### src/rtl/scan_chain_ctrl.sv
// scan_chain_ctrl: loads a scan pattern, optionally pulses capture, then unloads and compares the response under a mask
module scan_chain_ctrl #(
  parameter int CHAIN_LEN  = 4,
  parameter int CAP_CYCLES = 1,
  parameter int CNT_W      = 8
) (
  input  logic                 clk,
  input  logic                 rst,
  input  logic                 start,
  input  logic                 capture_en,
  input  logic [CHAIN_LEN-1:0] pattern,
  input  logic [CHAIN_LEN-1:0] expected,
  input  logic [CHAIN_LEN-1:0] mask,
  input  logic                 chain_so,
  output logic                 scan_en,
  output logic                 scan_in,
  output logic                 busy,
  output logic                 done,
  output logic                 pass,
  output logic [CHAIN_LEN-1:0] captured
);
  localparam logic [2:0] IDLE = 3'd0, LOAD = 3'd1, CAPTURE = 3'd2, UNLOAD = 3'd3, DONE = 3'd4;
  localparam logic [CNT_W-1:0] LAST_BIT = CNT_W'(CHAIN_LEN - 1);
  localparam logic [CNT_W-1:0] LAST_CAP = CNT_W'(CAP_CYCLES - 1);
  logic [2:0]           state;
  logic [CNT_W-1:0]     cnt;
  logic [CHAIN_LEN-1:0] pat_q, exp_q, mask_q, cap_next;
  logic                 cap_en_q;
  assign cap_next = {captured[CHAIN_LEN-2:0], chain_so};
  assign busy     = state != IDLE;
  assign done     = state == DONE;
  // pat_q holds the not-yet-sent bits left-aligned, so the next bit is always its MSB
  always_ff @(posedge clk or negedge rst)
    if (!rst) begin
      state    <= IDLE;
      cnt      <= '0;
      pat_q    <= '0;
      exp_q    <= '0;
      mask_q   <= '0;
      cap_en_q <= 1'b0;
      scan_en  <= 1'b0;
      scan_in  <= 1'b0;
      pass     <= 1'b0;
      captured <= '0;
    end else begin
      case (state)
        IDLE: if (start) begin
          state    <= LOAD;
          cnt      <= '0;
          pat_q    <= pattern << 1;
          exp_q    <= expected;
          mask_q   <= mask;
          cap_en_q <= capture_en;
          scan_en  <= 1'b1;
          scan_in  <= pattern[CHAIN_LEN-1];
          pass     <= 1'b0;
          captured <= '0;
        end
        LOAD: if (cnt == LAST_BIT) begin
          cnt     <= '0;
          scan_in <= 1'b0;
          scan_en <= !cap_en_q;
          state   <= cap_en_q ? CAPTURE : UNLOAD;
        end else begin
          cnt     <= cnt + CNT_W'(1);
          scan_in <= pat_q[CHAIN_LEN-1];
          pat_q   <= pat_q << 1;
        end
        CAPTURE: if (cnt == LAST_CAP) begin
          cnt     <= '0;
          scan_en <= 1'b1;
          state   <= UNLOAD;
        end else begin
          cnt <= cnt + CNT_W'(1);
        end
        UNLOAD: begin
          captured <= cap_next;
          if (cnt == LAST_BIT) begin
            cnt     <= '0;
            scan_en <= 1'b0;
            pass    <= ((cap_next ^ exp_q) & mask_q) == '0;
            state   <= DONE;
          end else begin
            cnt <= cnt + CNT_W'(1);
          end
        end
        default: state <= IDLE;
      endcase
    end
endmodule

### config.mk
export PLATFORM = sky130hd
export DESIGN_NAME = scan_chain_ctrl
export DESIGN_NICKNAME = d
export VERILOG_FILES = /design/src/rtl/scan_chain_ctrl.sv
export SDC_FILE = /design/constraint.sdc
export NUM_CORES = 1
export LEC_CHECK = 0
export CORE_MARGIN = 4
export CORE_UTILIZATION = 35
export DETAILED_ROUTE_END_ITERATION = 7
export SLEW_MARGIN = 0
export SYNTH_ARGS = -nofsm -noshare
export SYNTH_HDL_FRONTEND = slang
export SYNTH_SLANG_ARGS = --single-unit
### constraint.sdc
create_clock -name clk -period 2.2 [get_ports clk]
set_input_delay 0.55 -clock clk [delete_from_list [all_inputs] [get_ports clk]]
set_output_delay 0.55 -clock clk [all_outputs]
set_load 0.02 [all_outputs]
==> summary.md <==
| Metric | Value |
|---|---|
| Status | `complete, no violations` |
| Initial antenna violation count | `0` |
| Final Cycle Share | `0.933` |
| Worst setup SP type | `flip-flop` |
| Met2 global-route usage | `0.226` |
| Final GP Congestion | `0.738` |
| Core ar. | `4350 um2` |
| Chip width | `74.9 um` |
| Crit path kind | `flip-flop to primary output` |
| TritonCTS Buffers | `5` |
| Gr usage total | `0.134` |
| DR iter-0 viols | `45` |
| Net Count, Synth | `187` |
| First-pass GRT wire length | `5.76 mm` |
| Area taken by flip-flops and latches | `752 um2` |
| Max-Cap Viols | `0` |
| Worst hold path class | `flip-flop to flip-flop` |
| Pin count of the biggest net entering global routing | `31` |
| Postcts setup bufs | `0` |
| Routed Wire Length | `3.39 mm` |
| Vias per inst | `5.00` |
| Finished Layout Cells | `249` |
| Final design area excluding fillers | `1940 um2` |
| Post-Synthesis Cells | `168` |
| Worst Setup End Kind | `primary output` |
| Pwr per Cell Area | `557 nW/um2` |
| GR Util met3 | `0.0414` |
| Average size of a mapped cell | `9.33 um2` |
| Final min period | `2.05 ns` |
| Final design utilization | `0.446` |
| Req. time, crit path | `1.65 ns` |
| Biggest area consumer among synthesized cells | `dfrtp_1` |
| Layout cells sized above 1 | `0.107` |
| Vias in the first global route | `1,240` |
| Fill cell total of the finished layout | `420` |
| WL/cell | `13.6 um` |
| Max Freq | `487 MHz` |
| First drt pass iteration count | `5` |
| Sink Count | `30` |
| #FFs+latches synth | `30` |
| Yosys top cell area share | `0.479` |
| Area contributors post-synth | `dfrtp_1 (48%), nand2_1 (11%), buf_6 (2.9%), nor2_1 (2.6%), mux2i_1 (2.6%)` |
| Synthesized cell area | `1570 um2` |
| # IOs | `26` |
| Number of cells after detailed placement | `241` |
| Pleak | `0.906 nW` |
| Maximum VDD drop | `0.000292 V` |
| Seq/Total Area, Yosys | `0.479` |
| Slew HR | `0.645` |
| Cts hold-fix bufs | `0` |
| Cell variety after synth | `39` |
| CTS tree | `built` |
| Drt drc | `0` |
| CTS Root Cell | `clkbuf_8` |
| Diodes inserted | `0` |
| Reg clk slew, reported paths | `0.07 ns` |
| Antenna Nets Post-Route | `0` |
| Grt peak-use layer | `met2` |
| Clock latency on the worst-skew pair | `0.27 ns` |
| Grt ovf | `0` |
| DIE AREA | `5610 um2` |
| Worst-margin pin slew | `0.531 ns` |
| Via Count | `1,245` |
| Grt met1 use | `0.168` |
| Area growth, synth to finish | `23.8%` |
| H-Tree Depth | `2` |
| PortBufs | `25` |
| Max-slew violation count | `0` |
| Standard-cell rows | `24` |
| Clk buf depth | `2` |
| Crit Path Max Fanout | `10` |
| Clock skew | `0.00560 ns` |
| Die span in y | `74.9 um` |
| CP Data Arrival Time | `1.50 ns` |
| Endpoints failing setup | `0` |
| Initial Util | `0.360` |
| Yosys warnings | `0` |
| RSZ-0062 raised after global routing | `false` |
| Final setup TNS | `0 ns` |
| Nets | `215` |
| Final HPWL DP | `2.45 mm` |
| Multi-input gate area | `736 um2` |
| Post-place instance area | `1850 um2` |
| Final hold vios | `0` |
-- metrics by stage --
step | setup WS [ns] | power [mW] | hold WS (ns)
floorplan | 0.541 | 0.592 | 0.254
global placement | 0.221 | 0.637 | 0.463
detailed placement | 0.191 | 0.638 | 0.468
CTS | 0.0375 | 1.09 | 0.484
global route | 0.104 | 1.13 | 0.509
finish | 0.148 | 1.08 | 0.484
-- cell type report --
| class | instances | area share |
|---|---|---|
| Clock buffer | 7 | 0.0445 |
| Clock inverter | 1 | 0.00258 |
| Inverter | 6 | 0.0116 |
| Multi-Input combinational cell | 125 | 0.379 |
| Sequential cell | 30 | 0.387 |
| Tap cell | 52 | 0.0335 |
| Timing Repair Buffer | 28 | 0.141 |
-- layout by cell type, fill, tap and decap left out, types with 6 or more instances in the layout --
cell type,instances
inv_1,6
and3_1,6
clkdlybuf4s50_1,23
nand3_1,6
nor2_1,11
dfrtp_1,29
nand2_1,47
clkbuf_8,6
nor3_1,8
-- worst max-delay path, stage by stage (launching register included) --
cell           delay, ns
dfrtp_1             0.48
or3_4               0.41
dlygate4sd2_1       0.33
-- Yosys cell counts --
cell type and instances:
xnor2_1 1, buf_6 4, a211oi_1 1, ha_1 2
o21a_1 2, or3b_1 1, nor3_1 8, a31oi_1 1
or2_4 1, o22a_1 2, and3_1 6, nand3_1 6
or3_4 1, xor2_1 4, a221oi_2 1, a21oi_1 3
a222oi_1 1, nand2_1 47, clkbuf_1 1, o21ai_1 1
a211o_2 1, o22ai_1 2, or2_2 2, o32a_1 1
nor2_1 11, o21ai_0 1, nor4_4 1, dfrtp_1 30
inv_1 6, a21oi_2 2, nor3_4 1, nand4b_1 1
nor4_1 1, o2bb2ai_1 2, nor3b_1 3, nand2b_1 2
and4_1 1, buf_2 2, mux2i_1 4
-- metal layers --
layer | share of wire | routed length [um]
met2 | 0.47 | 1610
met3 | 0.041 | 138
met4 | 0.0077 | 26
met5 | 0 | 0
met1 | 0.48 | 1620
-- power by group --
part           internal (mW)  switching [mW]
Combinational         0.0343          0.0250
Clock                  0.252           0.201
Sequential             0.561         0.00671
Total                  0.847           0.233
-- state kept, by name (all words and copies together) (netlist names) --
register  count
cnt           8
captured      4
exp_q         4
mask_q        4
pat_q         3
state         3
cap_en_q      1
pass          1
scan_en       1
scan_in       1
-- what timing repair did --
item                       CTS  global route
gates cloned                 0             0
setup endpoints to repair    1             1
gates resized for setup      1             2
-- worst paths after layout --
kind,end,start,depth (start not counted),slack [ns]
worst max-delay path,busy,state[0],2,0.15
worst min-delay path,mask_q[3],mask_q[3],2,0.48
worst max register to register,pat_q[3],cnt[0],6,0.43
worst min register to register,mask_q[3],mask_q[3],2,0.48
max in group asynchronous,state[2],rst,2,1.22
min in group asynchronous,cnt[0],rst,2,0.67
-- kinds of logic (layout without fill, tap and decap cells) --
group	count (synthesis)	after routing	share of synthesized area
compound gates	21	21	0.105
xor+xnor	5	5	0.0279
simple gates	93	93	0.295
fa+ha+maj	2	2	0.0160
flops	30	30	0.479
mux	4	4	0.0255
buf+inv	13	42	0.0519
Power figures use the tool's default switching activity.
